**config.mk**
```make
export PLATFORM = sky130hd
export DESIGN_NAME = simon_3264_out_buffer
export DESIGN_NICKNAME = d
export VERILOG_FILES = /design/src/rtl/simon_3264_out_buffer.sv
export SDC_FILE = /design/constraint.sdc
export NUM_CORES = 1
export LEC_CHECK = 0
export ABC_CLOCK_PERIOD_IN_PS = 4200
export CAP_MARGIN = 0
export CORE_UTILIZATION = 45
export DETAILED_ROUTE_END_ITERATION = 6
export PLACE_DENSITY = 0.7
export SYNTH_ARGS = -nofsm -noshare
export SYNTH_HDL_FRONTEND = slang
export SYNTH_SLANG_ARGS = --single-unit
```
**constraint.sdc**
```tcl
create_clock -name clk -period 4.2 [get_ports clk]
set_clock_uncertainty 0.1 [all_clocks]
set_input_delay 0.42 -clock clk [delete_from_list [all_inputs] [get_ports clk]]
set_output_delay 0.42 -clock clk [all_outputs]
set_load 0.05 [all_outputs]
```
**src/rtl/simon_3264_out_buffer.sv**
```systemverilog
`default_nettype none
// ============================================================================
//  Module   : simon_3264_out_buffer
//  Purpose  : Completes the SIMON_3264 core's doneData/readData handshake and
//             buffers each tagged result in a FIFO for a valid/ready host port.
//  Revision : 1.0  initial release
// ============================================================================
module simon_3264_out_buffer #(
    parameter int N     = 16,
    parameter int DEPTH = 4,
    parameter int AW    = 2,
    parameter int CW    = 8
) (
    input  logic             clk,
    input  logic             R,
    input  logic             doneData,
    input  logic [2*N-1:0]   outData,
    input  logic             enc_dec,
    output logic             readData,
    input  logic             clr,
    output logic             out_valid,
    input  logic             out_ready,
    output logic [2*N-1:0]   out_data,
    output logic             out_enc_dec,
    output logic [AW:0]      count,
    output logic             full,
    output logic [CW-1:0]    n_captured
);

    localparam int         c_EW   = 2 * N + 1;
    localparam logic [0:0] c_IDLE = 1'b0;
    localparam logic [0:0] c_ACK  = 1'b1;

    logic [0:0]      r_state;
    logic [c_EW-1:0] r_mem [DEPTH];
    logic [AW-1:0]   r_wrPtr;
    logic [AW-1:0]   r_rdPtr;
    logic [AW:0]     r_count;
    logic [CW-1:0]   r_nCaptured;

    logic w_empty;
    logic w_full;
    logic w_push;
    logic w_pop;

    // Full comes from the start-of-cycle count, so a same-cycle pop never frees a slot for a push.
    assign w_empty = (r_count == '0);
    assign w_full  = (r_count == (AW+1)'(DEPTH));
    assign w_push  = (r_state == c_IDLE) && doneData && !w_full && !clr;
    assign w_pop   = !w_empty && out_ready && !clr;

    always_ff @(posedge clk or posedge R) begin
        if (R) begin
            r_state <= c_IDLE;
        end else begin
            case (r_state)
                c_IDLE:  if (w_push)    r_state <= c_ACK;
                c_ACK:   if (!doneData) r_state <= c_IDLE;
                default: r_state <= c_IDLE;
            endcase
        end
    end

    always_ff @(posedge clk or posedge R) begin
        if (R) begin
            for (int i = 0; i < DEPTH; i++) begin
                r_mem[i] <= '0;
            end
        end else if (w_push) begin
            r_mem[r_wrPtr] <= {outData, enc_dec};
        end
    end

    always_ff @(posedge clk or posedge R) begin
        if (R) begin
            r_wrPtr <= '0;
            r_rdPtr <= '0;
            r_count <= '0;
        end else if (clr) begin
            r_wrPtr <= '0;
            r_rdPtr <= '0;
            r_count <= '0;
        end else begin
            if (w_push) r_wrPtr <= r_wrPtr + AW'(1);
            if (w_pop)  r_rdPtr <= r_rdPtr + AW'(1);
            case ({w_push, w_pop})
                2'b10:   r_count <= r_count + (AW+1)'(1);
                2'b01:   r_count <= r_count - (AW+1)'(1);
                default: r_count <= r_count;
            endcase
        end
    end

    always_ff @(posedge clk or posedge R) begin
        if (R) begin
            r_nCaptured <= '0;
        end else if (w_push) begin
            r_nCaptured <= r_nCaptured + CW'(1);
        end
    end

    assign readData                = (r_state == c_ACK);
    assign out_valid               = !w_empty;
    assign {out_data, out_enc_dec} = r_mem[r_rdPtr];
    assign count                   = r_count;
    assign full                    = w_full;
    assign n_captured              = r_nCaptured;

endmodule
`default_nettype wire

```
==> metrics.csv <==
stage,metric,value,unit
routing,Detailed Routing Iterations Pass 1,4,
clock_network,TritonCTS Buffers,17,
routing,drt drc,0,
floorplan,die height,122.8,um
logic_synthesis,yosys warns,0,
layout,share of layout cells above drive strength 1,0.4297,
worst_setup_path,worst reg2reg startpoint,readData$_DFF_PP0_,
worst_setup_path,Worst path depth,3,
worst_setup_path,crit-path cells,"buf_4, mux4_2, clkdlybuf4s50_1",
clock_network,Root Driver,clkbuf_16,
outcome,outcome,"complete, no violations",
clock_network,cts repair resizes,0,
logic_synthesis,Post-Synth Adder-Cell Area,0.01257,
logic_synthesis,"Seq/Total Area, Yosys",0.5637,
layout,n_diodes,0,
layout,Multi-input gate area,0.002675,mm^2
layout,sequential cell area,0.003706,mm^2
sta,period utilization,0.7941,
logic_synthesis,syn_area_per_cell,16.51,um^2
layout,fin nets,529,
worst_setup_path,CP Capture Point,out_enc_dec,
grt,antenna violations before repair,0,
logic_synthesis,post-synthesis cell count,398,
worst_setup_path,"Data arrival, critical path",2.82,ns
worst_setup_path,Reg2Reg Setup Slack,1.55,ns
placement,Final HPWL DP,7.358,mm
sta,Fin. Hold Viols,0,
worst_setup_path,crit path launch,r_rdPtr[0]$_DFFE_PP0P_,
grt,first-pass GRT wire length,20.18,mm
routing,"antenna viol nets, final",0,
worst_setup_path,Setup Crit Path Kind,reg2out,
logic_synthesis,Post-Syn Nets,442,
placement,Final Wtd Congestion,0.7713,
worst_setup_path,Reg2Reg Capture Point,r_mem[120]$_DFFE_PP0P_,
clock_network,clk slew on worst S/H paths,0.06,ns
clock_network,hold_buf cts,0,
routing,Vias/cell,5.401,
logic_synthesis,Synth Area in XOR/XNOR,0.01200,
worst_setup_path,CP Max Fanout,18,
logic_synthesis,Post-Synth Simple-Gate Area,0.02838,
clock_network,setup bufs post-CTS,0,
clock_network,clk_lat worst skew,0.41,ns
sta,headroom to the max-slew limit,0.3746,
grt,vias in the first global route,3830,
sta,"Slew Viols, Final",0,
floorplan,die area,0.01509,mm^2
pwr,Pleak,0.003610,uW
placement,pre-CTS setup slack,1.043,ns
worst_setup_path,worst reg2reg path depth,4,
sta,final setup TNS,0,ns
sta,Tightest Pin Transition,0.9381,ns
routing,WL final,12.39,mm
sta,Tmin final,3.335,ns
sta,maximum clock frequency,0.2998,GHz
logic_synthesis,multiplexer area fraction after synthesis,0.3445,
floorplan,core area,0.01404,mm^2
worst_setup_path,CP required,3.68,ns
layout,"Area growth, synth to finish",24.80,%
sta,RSZ-0062 raised after global routing,no,
worst_setup_path,WP buf/inv,2,
grt,Total GRT Usage,0.1818,
worst_setup_path,critical path launch point type,flop,
clock_network,CTS tree,done,
pwr,VDD IR-drop max,0.0004554,V
floorplan,Initial Utilization,0.4679,
worst_setup_path,Worst setup EP type,output port,
worst_setup_path,crit-path leading delay family,buffers and inverters,
min_path,Hold Path Class,reg2reg,
grt,"Remaining Overflow, GRT",0,
clock_network,Max H-tree Level,4,
logic_synthesis,Yosys cell types,32,
run,max_cap viols,0,
floorplan,num rows,43,
routing,via count,3662,
worst_setup_path,Worst path max stage delay,0.77,ns
layout,Fill cells,1061,
pwr,PwrDens,837.6,mW/mm^2
worst_setup_path,"Slowest-stage cell, CP",dfrtp_2,
floorplan,Die X-Extent,122.8,um
sta,post-layout worst setup margin,0.8649,ns
floorplan,I/O Pins,85,
logic_synthesis,#FFs+latches synth,148,
routing,Avg WL per Cell,18.27,um
routing,DRT iter0 DRCs,215,
logic_synthesis,Synth Area in Compound Gates,0.009712,
grt,largest net degree at the start of global routing,149,
placement,PortBufs,84,
clock_network,clock buffer depth,2,
sta,Final setup viols,0,
logic_synthesis,largest family of logic cells by synthesized area,multiplexers,
logic_synthesis,Synth Cell Area,0.006570,mm^2
clock_network,CTS Sinks,148,
==> logic make-up (layout without fill, tap and decap cells) <==
logic type	after synthesis	in the layout
buffers and inverters	25	125
multiplexers	168	168
adder cells (fa/ha/maj)	6	6
AO/OA/AOI/OAI	9	9
AND/OR/NAND/NOR	33	33
flip-flops	148	148
XOR/XNOR	9	9
==> flip-flops by register name, summed over array words and instances, names as in the netlist <==
| register | count |
|---|---|
| readData | 1 |
| r_rdPtr | 2 |
| r_mem | 132 |
| r_wrPtr | 2 |
| count | 3 |
| n_captured | 8 |
==> cell usage in the layout, fill, tap and decap left out, drive strengths merged, types with 2 or more instances in the layout <==
cell type,netlist,layout
nor3b,2,2
mux4,33,33
nand2,11,11
o21ai,2,2
and3,3,3
dfrtp,148,148
nor2b,2,2
clkdlybuf4s50,0,84
xnor2,6,6
xor2,3,3
nor3,3,3
clkinv,0,2
clkbuf,3,24
buf,19,6
nand3,2,2
clkinvlp,0,2
ha,5,5
bufinv,0,5
nor2,4,4
inv,3,2
mux2,135,135
nand4,4,4
==> routing by layer <==
| metal | up-vias | share of wire | GRT usage | wire length, um |
|---|---|---|---|---|
| met3 | 12 | 0.044 | 0.05855 | 549 |
| met2 | 87 | 0.48 | 0.2813 | 5982 |
| met1 | 1916 | 0.46 | 0.2443 | 5695 |
| li1 | 1647 | - | - | - |
| met5 | - | 0 | 0 | 0 |
| met4 | 0 | 0.013 | 0.05488 | 158 |
==> stage by stage <==
step	instances	util	power [uW]	cell area [um^2]	hold slack, ns
global route	678	0.5839	7211	8199	0.3975
CTS	678	0.5839	6950	8199	0.3867
global placement	646	0.5355	5134	7520	0.3680
floorplan	398	-	4387	6574	0.3738
finish	678	0.5839	6868	8199	0.3845
detailed placement	646	0.5355	5214	7520	0.3772
==> cells in the mapped netlist <==
master | instances | share of area
dfrtp_1 | 148 | 0.56
mux2_2 | 135 | 0.23
mux4_2 | 33 | 0.11
buf_6 | 12 | 0.021
nand2_1 | 7 | 0.0040
buf_2 | 6 | 0.0046
xnor2_1 | 6 | 0.0080
ha_1 | 5 | 0.0095
nand2_2 | 4 | 0.0038
nand4_1 | 4 | 0.0038
nor2_1 | 4 | 0.0023
and3_1 | 3 | 0.0029
clkbuf_1 | 3 | 0.0017
inv_1 | 3 | 0.0017
xor2_1 | 3 | 0.0040
nand3_1 | 2 | 0.0015
nor2b_1 | 2 | 0.0019
nor3_1 | 2 | 0.0015
nor3b_1 | 2 | 0.0023
o21ai_0 | 2 | 0.0015
a21o_1 | 1 | 0.0011
a21oi_1 | 1 | 0.00076
a22o_1 | 1 | 0.0013
a31oi_1 | 1 | 0.00095
buf_1 | 1 | 0.00057
fa_1 | 1 | 0.0030
nand2b_1 | 1 | 0.00095
nor3_4 | 1 | 0.0025
o21ba_2 | 1 | 0.0015
o21bai_1 | 1 | 0.0011
o221ai_1 | 1 | 0.0013
or3_1 | 1 | 0.00095
==> worst min-delay path by stage <==
stage | startpoint | to | slack [ns] | depth (start not counted)
3_3_place_gp | n_captured[7]$_DFFE_PP0P_ | n_captured[7]$_DFFE_PP0P_ | 0.37 | 1
5_1_grt | n_captured[7]$_DFFE_PP0P_ | n_captured[7]$_DFFE_PP0P_ | 0.40 | 1
6_report | n_captured[7]$_DFFE_PP0P_ | n_captured[7]$_DFFE_PP0P_ | 0.38 | 1
2_1_floorplan | r_mem[33]$_DFFE_PP0P_ | r_mem[33]$_DFFE_PP0P_ | 0.37 | 1
4_1_cts | n_captured[7]$_DFFE_PP0P_ | n_captured[7]$_DFFE_PP0P_ | 0.39 | 1
3_5_place_dp | n_captured[7]$_DFFE_PP0P_ | n_captured[7]$_DFFE_PP0P_ | 0.38 | 1
==> area by class of cell <==
type	count	area share
clock buffers	24	0.06241
clock inverters	8	0.02045
inverters	3	0.001831
multi-input cells	225	0.3263
flip-flops and latches	148	0.4520
well taps	180	0.02747
repair buffers	90	0.1096
==> power breakdown <==
part           internal, uW  total, uW  leakage, uW  switching, uW
clock                  1150       1710     0.000332            557
sequential             1980       2320      0.00190            345
combinational          1310       2840      0.00138           1530
(Power assumes the default switching activity.)
